`src/rtl/axis_pkt_stream_out.sv`:
```
// axis_pkt_stream_out: packs PACK FIFO samples per beat, queues beats in an
// OUT_DEPTH-entry output queue and frames them into PKT_BEATS-beat packets.
// On loss of enable/aligned, queued beats are still delivered and an open
// packet is padded with PAD_VALUE up to its final beat.
module axis_pkt_stream_out #(
    parameter int unsigned       DATA_W    = 16,
    parameter int unsigned       PACK      = 2,
    parameter int unsigned       PKT_BEATS = 64,
    parameter int unsigned       OUT_DEPTH = 4,
    parameter logic [DATA_W-1:0] PAD_VALUE = '0
) (
    input  logic                     sys_clk,
    input  logic                     sys_rst,
    input  logic                     enable,
    input  logic                     aligned,
    input  logic [DATA_W-1:0]        fifo_rd_data,
    input  logic                     fifo_rd_valid,
    input  logic                     fifo_rd_empty,
    output logic                     fifo_rd_en,
    output logic                     m_valid,
    input  logic                     m_ready,
    output logic [DATA_W*PACK-1:0]   m_data,
    output logic                     m_last,
    output logic [15:0]              pkt_count,
    output logic                     pad_active,
    output logic                     busy
);

    localparam int unsigned PCW = (PACK > 1) ? $clog2(PACK) : 1;
    localparam int unsigned BCW = (PKT_BEATS > 1) ? $clog2(PKT_BEATS) : 1;
    localparam int unsigned QAW = $clog2(OUT_DEPTH);
    localparam int unsigned QCW = QAW + 1;
    localparam int unsigned QSW = QCW + 1;

    typedef enum logic [2:0] {
        S_IDLE,
        S_RUN,
        S_DRAIN,
        S_PAD,
        S_FLUSHQ
    } state_t;

    state_t                         r_state;
    logic [PACK-1:0][DATA_W-1:0]    r_pack;
    logic [PCW-1:0]                 r_pack_cnt;
    logic [BCW-1:0]                 r_beat_cnt;
    logic                           r_rd_inflight;
    logic [PACK-1:0][DATA_W-1:0]    r_q_data [OUT_DEPTH];
    logic [OUT_DEPTH-1:0]           r_q_last;
    logic [QAW-1:0]                 r_wr_ptr;
    logic [QAW-1:0]                 r_rd_ptr;
    logic [QCW-1:0]                 r_q_count;
    logic [15:0]                    r_pkt_count;

    logic                           w_go;
    logic                           w_reserved;
    logic                           w_rd_en;
    logic                           w_pad_we;
    logic                           w_smp_we;
    logic [DATA_W-1:0]              w_smp;
    logic                           w_beat_end;
    logic                           w_enq;
    logic                           w_enq_last;
    logic                           w_deq;
    logic                           w_valid;
    logic [PACK-1:0][DATA_W-1:0]    w_beat;

    assign w_go    = enable && aligned;
    assign w_valid = (r_q_count != '0);
    assign w_deq   = w_valid && m_ready;

    // Read request with queue-slot reservation, sample source select and beat assembly
    always_comb begin
        w_reserved = (r_pack_cnt != '0) || r_rd_inflight;
        w_rd_en    = (r_state == S_RUN) && w_go && !fifo_rd_empty &&
                     (({1'b0, r_q_count} + QSW'(w_reserved)) < QSW'(OUT_DEPTH));
        w_pad_we   = (r_state == S_PAD) && (r_q_count < QCW'(OUT_DEPTH));
        w_smp_we   = (r_rd_inflight && fifo_rd_valid) || w_pad_we;
        w_smp      = w_pad_we ? PAD_VALUE : fifo_rd_data;
        w_beat_end = (r_pack_cnt == PCW'(PACK - 1));
        w_enq      = w_smp_we && w_beat_end;
        w_enq_last = (r_beat_cnt == BCW'(PKT_BEATS - 1));
        w_beat             = r_pack;
        w_beat[r_pack_cnt] = w_smp;
    end

    // Control FSM; DRAIN waits for an outstanding read before deciding to pad
    always_ff @(posedge sys_clk or posedge sys_rst) begin
        if (sys_rst) begin
            r_state <= S_IDLE;
        end else begin
            case (r_state)
                S_IDLE:   if (w_go) r_state <= S_RUN;
                S_RUN:    if (!w_go) r_state <= S_DRAIN;
                S_DRAIN:  if (!r_rd_inflight)
                              r_state <= ((r_pack_cnt == '0) && (r_beat_cnt == '0)) ? S_FLUSHQ : S_PAD;
                S_PAD:    if (w_enq && w_enq_last) r_state <= S_FLUSHQ;
                S_FLUSHQ: if (r_q_count == '0) r_state <= S_IDLE;
                default:  r_state <= S_IDLE;
            endcase
        end
    end

    // Pack register, beat framing counter, in-flight read tracking and packet counter
    always_ff @(posedge sys_clk or posedge sys_rst) begin
        if (sys_rst) begin
            r_pack        <= '0;
            r_pack_cnt    <= '0;
            r_beat_cnt    <= '0;
            r_rd_inflight <= 1'b0;
            r_pkt_count   <= '0;
        end else begin
            r_rd_inflight <= w_rd_en || (r_rd_inflight && !fifo_rd_valid);
            if (w_smp_we) begin
                r_pack[r_pack_cnt] <= w_smp;
                r_pack_cnt         <= w_beat_end ? '0 : r_pack_cnt + PCW'(1);
            end
            if (w_enq)
                r_beat_cnt <= w_enq_last ? '0 : r_beat_cnt + BCW'(1);
            if (w_deq && r_q_last[r_rd_ptr])
                r_pkt_count <= r_pkt_count + 16'd1;
        end
    end

    // Output queue: circular buffer, simultaneous push and pop keep the count
    always_ff @(posedge sys_clk or posedge sys_rst) begin
        if (sys_rst) begin
            for (int unsigned i = 0; i < OUT_DEPTH; i++)
                r_q_data[i] <= '0;
            r_q_last  <= '0;
            r_wr_ptr  <= '0;
            r_rd_ptr  <= '0;
            r_q_count <= '0;
        end else begin
            if (w_enq) begin
                r_q_data[r_wr_ptr] <= w_beat;
                r_q_last[r_wr_ptr] <= w_enq_last;
                r_wr_ptr           <= r_wr_ptr + QAW'(1);
            end
            if (w_deq)
                r_rd_ptr <= r_rd_ptr + QAW'(1);
            case ({w_enq, w_deq})
                2'b10:   r_q_count <= r_q_count + QCW'(1);
                2'b01:   r_q_count <= r_q_count - QCW'(1);
                default: r_q_count <= r_q_count;
            endcase
        end
    end

    a_no_overflow: assert property (@(posedge sys_clk) disable iff (sys_rst)
        !(w_enq && !w_deq && (r_q_count == QCW'(OUT_DEPTH))));

    assign fifo_rd_en = w_rd_en;
    assign m_valid    = w_valid;
    assign m_data     = r_q_data[r_rd_ptr];
    assign m_last     = r_q_last[r_rd_ptr];
    assign pkt_count  = r_pkt_count;
    assign pad_active = (r_state == S_PAD);
    assign busy       = (r_state != S_IDLE);

endmodule

```
`config.mk`:
```
export PLATFORM = sky130hd
export DESIGN_NAME = axis_pkt_stream_out
export DESIGN_NICKNAME = d
export VERILOG_FILES = /design/src/rtl/axis_pkt_stream_out.sv
export SDC_FILE = /design/constraint.sdc
export NUM_CORES = 1
export LEC_CHECK = 0
export BUFFER_PORTS_ARGS = -buffer_cell sky130_fd_sc_hd__buf_2
export CORE_MARGIN = 4
export CORE_UTILIZATION = 30
export DETAILED_ROUTE_END_ITERATION = 16
export PLACE_DENSITY = 0.52
export SLEW_MARGIN = 20
export SYNTH_ARGS = -nofsm -noshare
export SYNTH_HDL_FRONTEND = slang
export SYNTH_SLANG_ARGS = --single-unit
```
`constraint.sdc`:
```
create_clock -name sys_clk -period 7.1 [get_ports sys_clk]
set_clock_uncertainty 0.1 [all_clocks]
set_input_delay 0.355 -clock sys_clk [delete_from_list [all_inputs] [get_ports sys_clk]]
set_output_delay 0.355 -clock sys_clk [all_outputs]
set_load 0.01 [all_outputs]
```
==> results of run 1 <==
==> cells in the mapped netlist (3+ instances only) <==
cell type  count
or3_1          3
xor2_1         4
inv_1          9
ha_1           8
mux4_2        33
nand3_2        4
dfrtp_1      198
and2_1         4
o21a_1        15
o211ai_2       4
o21ai_0      126
nand2_1      191
nor2b_1       17
a21oi_1       21
nand3_1        4
clkbuf_1      23
buf_6          6
nand4_1        4
and3_1         5
o21ai_1       27
and4_1         3
nor2_1        24
buf_2         15
buf_4         13
xnor2_1       19
a31oi_1       17
nor3_1         4
==> kinds of logic (layout without fill, tap and decap cells) <==
| kind of cell | count (synthesis) | in the layout | share of synthesized area |
|---|---|---|---|
| AND/OR/NAND/NOR | 271 | 271 | 0.135 |
| AO/OA/AOI/OAI | 221 | 221 | 0.139 |
| flip-flops | 198 | 198 | 0.559 |
| buffers and inverters | 70 | 126 | 0.0425 |
| multiplexers | 36 | 36 | 0.0876 |
| XOR/XNOR | 23 | 23 | 0.0227 |
| adder cells (fa/ha/maj) | 9 | 9 | 0.0136 |
==> final timing paths <==
kind	from	to	slack [ns]	cells past startpoint
setup / recovery	r_pack_cnt$_DFFE_PP0N_	r_q_count[2]$_DFFE_PP0P_	3.95	8
hold / removal	sys_rst	r_q_data[107]$_DFFE_PP0P_	0.04	2
setup reg to reg	r_pack_cnt$_DFFE_PP0N_	r_q_count[2]$_DFFE_PP0P_	3.95	8
hold reg to reg	pkt_count[15]$_DFFE_PP0P_	pkt_count[15]$_DFFE_PP0P_	0.37	1
max in group asynchronous	sys_rst	r_pack_cnt$_DFFE_PP0N_	5.38	3
min in group sys_clk	fifo_rd_valid	r_rd_inflight$_DFF_PP0_	0.04	2
==> layer usage <==
layer  up-vias  global-route usage  part of all wire
li1       2940                   -                 -
met1      2936               0.193              0.50
met2        95               0.202              0.46
met3         9              0.0267             0.033
met4         0              0.0277            0.0098
met5         -                   0                 0
==> layout make-up <==
type / count / area [µm²]
Tap cell: 384 / 480
Clock buffer: 17 / 425
Inverter: 10 / 45.0
Sequential cell: 198 / 4960
Clock inverter: 15 / 235
Fill cell: 2936 / 18800
Timing Repair Buffer: 84 / 443
Multi-Input combinational cell: 560 / 3560
==> per-stage QoR <==
stage | instances | hold slack (ns) | instance area (µm²)
CTS | 1268 | 0.0215 | 10100
floorplan | 828 | 0.341 | 8860
detailed placement | 1236 | 0.360 | 9490
global placement | 1236 | 0.353 | 9490
finish | 1268 | 0.0354 | 10100
global route | 1268 | 0.0346 | 10100
==> power breakdown <==
part           switching [mW]  leakage, nW  internal, mW
registers               0.238         2.52          1.54
logic                   0.952         1.76         0.681
clock network           0.472        0.319         0.609
==> state kept, by name (all words and copies together), names as in the netlist <==
name and count:
r_wr_ptr 2, pkt_count 16, r_state 3, r_rd_inflight 1, r_q_data 128, r_pack_cnt 1
r_pack 32, r_q_last 4, r_rd_ptr 2, r_beat_cnt 6, r_q_count 3
==> critical path: stages (launching register included) <==
cell	delay [ns]
dfrtp_2	0.35
buf_4	0.59
a21boi_2	0.55
inv_2	0.36
ha_1	0.35
fa_1	0.38
xnor2_1	0.15
nor2_1	0.06
xor2_1	0.14
==> cells in the final DEF, fill, tap and decap left out, drive strengths merged, types with 6 or more instances in the layout <==
master  instances
mux4           33
buf            84
nand3           8
ha              8
nand2         193
nand4           6
a31oi          17
a21oi          21
dfrtp         198
nor2           24
xnor2          19
clkbuf         17
nor2b          17
o21a           15
inv            18
o21ai         153
==> results.md, run 1 <==
- I/O pins: 76
- Status: finished clean
- Worst-skew pair later-pin latency: 0.42 ns
- Reg clk slew, reported paths: 0.09 ns
- Hpwl dp: about 14,000 µm
- # Max-Cap Violations: 0
- Mapped Cells: 828
- FP Rows: 62
- Setup Fix Bufs, Post-CTS: 0
- Top FF cell, synth: dfrtp_1
- Root Driver: clkbuf_16
- DR vias: between 5k and 6k
- Number of global-route vias before repair: 6,041
- CP Class: reg2reg
- Pwr dens: 443 nW/µm²
- Cell area after synthesis: 8860 µm²
- Pin count of the biggest net entering global routing: 135
- Overflow after GRT: 0
- Cts hold-fix bufs: 0
- Fraction of registers with async set/reset: 1.00
- Largest area contributor in the netlist: dfrtp_1
- Dpl ws: just under 4 ns
- Yosys warns: 0
- Die height: approximately 180 µm
- Max Fanout on Critical Path: 72
- Critical path endpoint category: register
- Nets: about 900
- Pre-Repair DR Iteration Count: 4
- Hold Path Class: in2async
- Register area share after synthesis: 0.559
- Fmax: 317 MHz
- CP Data Required Time: 7.30 ns
- Leakage: around 4.6 nW
- Initial Util: 0.306
- RePlAce Congestion: 0.752
- CTS Buf Count: 17
- Setup slack after layout: 3.95 ns
- Antenna Violating Nets Remaining: 0
- Routed WL: 21,000 µm
- Avg WL per Cell: 16.6 µm
- Mapped Nets: 860
- Crit share post-route: 0.444
- N_diodes: 0
- PostCTS Resize Cnt: 0
- CTS tree: done
- Post-synth top area share: 0.559
- Vias per Instance: about 4.7
- Synth top area cells: dfrtp_1, mux4_2, nand2_1
- Port bufs: 75
- Hold violation count in the final report: 0
- Netlist cell types: 50
- VDD IR-drop max: 0.180 mV
- First-pass GRT wire length: 34,400 µm
- Fin. max-slew vios: 0
- Setup TNS Final: 0 ns
- Area growth, synth to finish: 14.6%
- Die extent in x: around 180 µm
- Max Root-Sink Buffers: 2
- RSZ-0062 raised after global routing: false
- Layout cell share with drive strength beyond 1: 0.193
- Clock sink count: 198
- Residual DRC: 0
- Critical Path AT: 3.35 ns
- Register bit total from synthesis: 198
- Core Box Area: 28,900 µm²
- Antenna violations before repair: 0
- # setup viols final: 0
- Startpoint Class: register
- All-Layer GR Usage: 0.131
- Post-synth EDFFs: 0
- H-tree Lvls: 4
- Tmin final: 3.15 ns
- Die area: approximately 32,000 µm²
- Slew @ Worst Pin: approximately 0.92 ns
- Worst rel slew slack: 0.385
- Initial DRC count: 404
- Tot Pwr: approximately 4.5 mW
- Post-Syn Area per Cell: 10.7 µm²
- Final core utilization: 0.351
No activity file was read; power rests on OpenSTA's default activity.
==> inputs of run 2 (changes only) <==
--- a/config.mk
+++ b/config.mk
@@ -9,7 +9,7 @@
 export CORE_MARGIN = 4
 export CORE_UTILIZATION = 30
 export DETAILED_ROUTE_END_ITERATION = 16
-export PLACE_DENSITY = 0.52
+export PLACE_DENSITY = 0.53
 export SLEW_MARGIN = 20
 export SYNTH_ARGS = -nofsm -noshare
 export SYNTH_HDL_FRONTEND = slang
==> constraint.sdc (replaced) <==
create_clock -name sys_clk -period 2.7 [get_ports sys_clk]
set_clock_uncertainty 0.1 [all_clocks]
set_input_delay 0.135 -clock sys_clk [delete_from_list [all_inputs] [get_ports sys_clk]]
set_output_delay 0.135 -clock sys_clk [all_outputs]
set_load 0.01 [all_outputs]
==> run 2 against run 1 <==
Net effect: first-iteration DRC count is 15% lower; wire length is 0.18% lower; critical endpoint is now m_data[24]; non-clock buffer count is 26 higher; via count is 1.6% higher; sequential share of layout area is 1.2 points lower; combinational power grew to 2.7 times the previous value; critical path type is now reg2out; register-to-register slack worse by 3.4 ns; largest power group unchanged; setup slack worse by 3.5 ns; critical path depth is 5 lower; die area stayed put.
==> results.md, run 2 (synthesis gave the netlist of run 1 again) <==
- Pin count of the biggest net entering global routing: 69
- Setup TNS Final: 0 ns
- Reg clk slew, reported paths: 0.08 ns
- DR vias: about 6.1k
- N_diodes: 0
- Largest register FFs: 128
- Pre-Repair DR Iteration Count: 4
- RePlAce Congestion: 0.762
- Critical Path AT: approximately 2.1 ns
- Flop pwr share: 0.408
- Leakage: 4.72 nW
- Switching pwr: 4.30 mW
- Number of global-route vias before repair: 6,050
- FP Rows: 62
- Internal power: 7.26 mW
- Antenna Violating Nets Remaining: 0
- # Max-Cap Violations: 0
- I/O pins: 76
- Hold Path Class: in2reg
- Fmax: 436 MHz
- Worst-skew pair later-pin latency: 0.44 ns
- Die extent in x: 180 µm
- CP Data Required Time: 2.47 ns
- Hold violation count in the final report: 0
- Combinational power share: 0.375
- Nets: 929
- Tmin final: ~2.3 ns
- Die area: 32,300 µm²
- Overflow after GRT: 0
- Sw frac: 0.372
- Pwr dens: 1110 nW/µm²
- Area growth, synth to finish: 17.5%
- Clk network pwr share: 0.217
- Commonest non-fill, non-tap cell in the layout: dfrtp_1
- First-pass GRT wire length: 34,900 µm
- Tot Pwr: around 12 mW
- Max Fanout on Critical Path: 26
- Worst rel slew slack: 0.529
- Slew @ Worst Pin: a little over 0.7 ns
- Layout cell share with drive strength beyond 1: 0.195
- Startpoint Class: register
- Status: finished clean
- Root Driver: clkbuf_16
- H-tree Lvls: 4
- Residual DRC: 0
- Fin. max-slew vios: 0
- Antenna violations before repair: 1
- Max Root-Sink Buffers: 2
- Vias per Instance: 4.69
- Initial Util: 0.306
- CP Class: reg2out
- Initial DRC count: 345
- Critical path endpoint category: output port
- Core Box Area: 28,900 µm²
- Hpwl dp: 14,100 µm
- CTS tree: done
- Routed WL: 21,000 µm
- Avg WL per Cell: about 16 µm
- RSZ-0062 raised after global routing: false
- # setup viols final: 0
- Port bufs: 75
- All-Layer GR Usage: 0.134
- CTS Buf Count: 17
- Die height: 180 µm
- Most frequent cells in the layout: dfrtp_1, nand2_1, o21ai_0
- Clock sink count: 198
- Crit share post-route: 0.849
- Biggest register: r_q_data
- VDD IR-drop max: approximately 0.53 mV
## run 2: area by class of cell
cell class,count,area (µm²)
Timing Repair Buffer,110,796
Multi-Input combinational cell,560,3560
Tap cell,384,480
Fill cell,2887,18500
Sequential cell,198,4960
Clock buffer,18,429
Inverter,10,41.3
Clock inverter,14,140
## run 2: worst max-delay path, stage by stage, from the launching register on
cell and delay (ns):
dfrtp_2 0.59, buf_12 0.30, mux4_2 0.55, buf_2 0.16
## run 2: path summary, 6_finish.rpt
kind	start	depth (start not counted)	slack, ns	endpoint
hold / removal	aligned	5	0.09	r_state[1]$_DFFE_PP0P_
hold reg to reg	pkt_count[15]$_DFFE_PP0P_	1	0.37	pkt_count[15]$_DFFE_PP0P_
min in group asynchronous	sys_rst	3	0.21	r_state[0]$_DFFE_PP0P_
setup reg to reg	r_q_count[2]$_DFFE_PP0P_	8	0.56	r_q_count[2]$_DFFE_PP0P_
setup / recovery	r_rd_ptr[0]$_DFFE_PP0P_	3	0.41	m_data[24]
max in group asynchronous	sys_rst	4	1.54	r_q_data[101]$_DFFE_PP0P_
## run 2: metrics by stage
step	instances	setup WS [ns]	cell area, µm²	hold WS [ns]	util
global placement	1244	0.577	9650	0.153	0.334
global route	1294	0.269	10400	0.118	0.360
finish	1294	0.407	10400	0.0858	0.360
detailed placement	1244	0.559	9650	0.152	0.334
CTS	1294	0.328	10400	0.0645	0.360
floorplan	828	-0.0954	8860	0.131	-
## run 2: what timing repair did
item	4_1_cts	5_1_grt
gates resized for setup	0	0
endpoints found under the hold margin	39	0
buffers inserted	0	0
hold buffers	18	0
## run 2: power by group through the flow
stage | clock network (mW) | logic (mW) | registers, mW
after floorplan | 0 | 3.22 | 4.51
after global placement | 0 | 4.34 | 4.75
after detailed placement | 0 | 4.42 | 4.79
after CTS | 2.59 | 4.44 | 4.73
after global routing | 2.70 | 4.92 | 4.87
final | 2.51 | 4.33 | 4.72
## run 2: per-layer routing
metal	up-vias	track usage	share of wire
li1	3018	-	-
met1	2959	0.197	0.50
met2	77	0.205	0.46
met3	19	0.0281	0.031
met4	2	0.0329	0.014
met5	-	0	0.00033
==> inputs of run 3 (changes only) <==
==> constraint.sdc (replaced) <==
create_clock -name sys_clk -period 1.8 [get_ports sys_clk]
set_clock_uncertainty 0.1 [all_clocks]
set_input_delay 0.09 -clock sys_clk [delete_from_list [all_inputs] [get_ports sys_clk]]
set_output_delay 0.09 -clock sys_clk [all_outputs]
set_load 0.01 [all_outputs]
==> run 3 against run 2 <==
Net effect: the flow now finishes with violations (negative setup slack); first-iteration DRC count up 47%; global-route usage is 2.5 points higher; critical path depth grew 1; non-clock buffer count is 101 higher; design area is 28% higher; setup slack got worse by 0.63 ns.
==> results.md, run 3 (synthesis gave the netlist of run 1 again) <==
- Overflow after GRT: 0
- I/O pins: 76
- VDD IR-drop max: about 0.83 mV
- Leakage: 5.93 nW
- Crit share post-route: 1.12
- Die height: 180 µm
- H-tree Lvls: 4
- Sw frac: 0.383
- Status: finished, violations left
- Hold Path Class: in2async
- Pwr dens: 1630 nW/µm²
- First-pass GRT wire length: 40,800 µm
- Combinational power share: 0.493
- Port bufs: 75
- Avg WL per Cell: 20.0 µm
- Placed cell areas: 9890 µm²
- Setup slack after layout: -0.225 ns
- Tot Pwr: 21.8 mW
- DR vias: around 7k
- Residual DRC: 0
- Antenna violations before repair: 1
- Max Root-Sink Buffers: 2
- Pre-Repair DR Iteration Count: 5
- # setup viols final: 160
- Core Box Area: 28,900 µm²
- Critical path endpoint category: output port
- FP Rows: 62
- Fin. max-slew vios: 0
- Final Cell Area: 13,300 µm²
- Reg clk slew, reported paths: 0.08 ns
- All-Layer GR Usage: 0.160
- RSZ-0062 raised after global routing: true
- Clk network pwr share: 0.169
- Number of global-route vias before repair: ~6.9k
- Largest register FFs: 128
- Worst rel slew slack: 0.596
- Vias per Instance: 5.03
- CP Class: reg2out
- Hold violation count in the final report: 0
- Pin count of the biggest net entering global routing: 71
- Max Fanout on Critical Path: 6
- Slew @ Worst Pin: 0.604 ns
- Routed WL: ~28,000 µm
- Initial DRC count: roughly 510
- Critical Path AT: ~1.8 ns
- Nets: 1,030
- CTS Buf Count: 17
- Area growth, synth to finish: 50.7%
- Root Driver: clkbuf_16
- Worst-skew pair later-pin latency: 0.44 ns
- Switching pwr: 8.34 mW
- Initial Util: 0.306
- RePlAce Congestion: 0.749
- CTS tree: done
- Hpwl dp: 14,400 µm
- Antenna Violating Nets Remaining: 0
- CP Data Required Time: 1.61 ns
- Layout cell share with drive strength beyond 1: 0.482
- Commonest non-fill, non-tap cell in the layout: dfrtp_1
- Clock sink count: roughly 200
- Tmin final: approximately 2 ns
- Die extent in x: 180 µm
- Biggest register: r_q_data
- # Max-Cap Violations: 0
- Internal power: 13.5 mW
- N_diodes: 0
- Startpoint Class: register
- Flop pwr share: 0.338
- Most frequent cells in the layout: dfrtp_1, nand2_1, o21ai_2
- Fmax: 494 MHz
- Die area: between 30,000 and 40,000 µm²
- Failing checks: negative setup slack
run 3: layout make-up:
type / count / area, µm²
repair buffers: 211 / 2610
flip-flops and latches: 198 / 4960
inverters: 10 / 41.3
multi-input cells: 560 / 4690
clock buffers: 19 / 453
well taps: 384 / 480
fillers: 2565 / 15600
clock inverters: 13 / 111
run 3: per-stage QoR:
| step | TNS, ns | setup WS, ns | hold WS [ns] | util | cells |
|---|---|---|---|---|---|
| CTS | -19.24 | -0.238 | 0.0203 | 0.414 | 1371 |
| global route | -25.46 | -0.276 | 0.0524 | 0.461 | 1395 |
| detailed placement | -0.574 | -0.122 | -0.0590 | 0.342 | 1268 |
| finish | -18.01 | -0.225 | 0.0334 | 0.461 | 1395 |
| floorplan | -188.98 | -0.950 | 0.0862 | - | 828 |
| global placement | -0.207 | -0.119 | -0.0557 | 0.342 | 1268 |
run 3: critical path, stage by stage (launching register included):
cell and delay, ns:
dfrtp_2 0.41, buf_6 0.14, buf_12 0.14, mux4_2 0.56, buf_6 0.15
run 3: what timing repair did:
action / 4_1_cts / 5_1_grt
resized for setup: 189 / 305
setup endpoints to repair: 91 / 195
endpoints found under the hold margin: 229 / 0
buffers inserted: 33 / 24
cloned: 21 / 11
hold buffers: 18 / 0
pin swaps: 42 / 96
run 3: power groups by stage:
stage	sequential (mW)	clock [mW]	combinational [mW]
after floorplan	6.77	0	4.87
after global placement	6.95	0	7.11
after detailed placement	6.99	0	7.24
after CTS	6.97	3.77	9.04
after global routing	7.55	3.94	11.6
final	7.37	3.67	10.7
run 3: per-layer routing:
metal	track usage	part of all wire	vias to the layer above
met5	0	0.00025	-
met4	0.0277	0.013	2
met3	0.0295	0.043	26
met2	0.269	0.50	159
met1	0.220	0.44	3584
li1	-	-	3248
run 3: final timing paths:
check | from | to | slack, ns | cells after the start
max | r_rd_ptr[0]$_DFFE_PP0P_ | m_data[31] | -0.22 | 4
min | sys_rst | r_q_data[105]$_DFFE_PP0P_ | 0.03 | 3
max reg2reg | r_state[2]$_DFFE_PP0P_ | r_q_count[2]$_DFFE_PP0P_ | -0.17 | 8
min reg2reg | pkt_count[15]$_DFFE_PP0P_ | pkt_count[15]$_DFFE_PP0P_ | 0.37 | 1
max in group asynchronous | sys_rst | r_pack_cnt$_DFFE_PP0N_ | 0.90 | 4
min in group sys_clk | aligned | r_state[1]$_DFFE_PP0P_ | 0.05 | 5
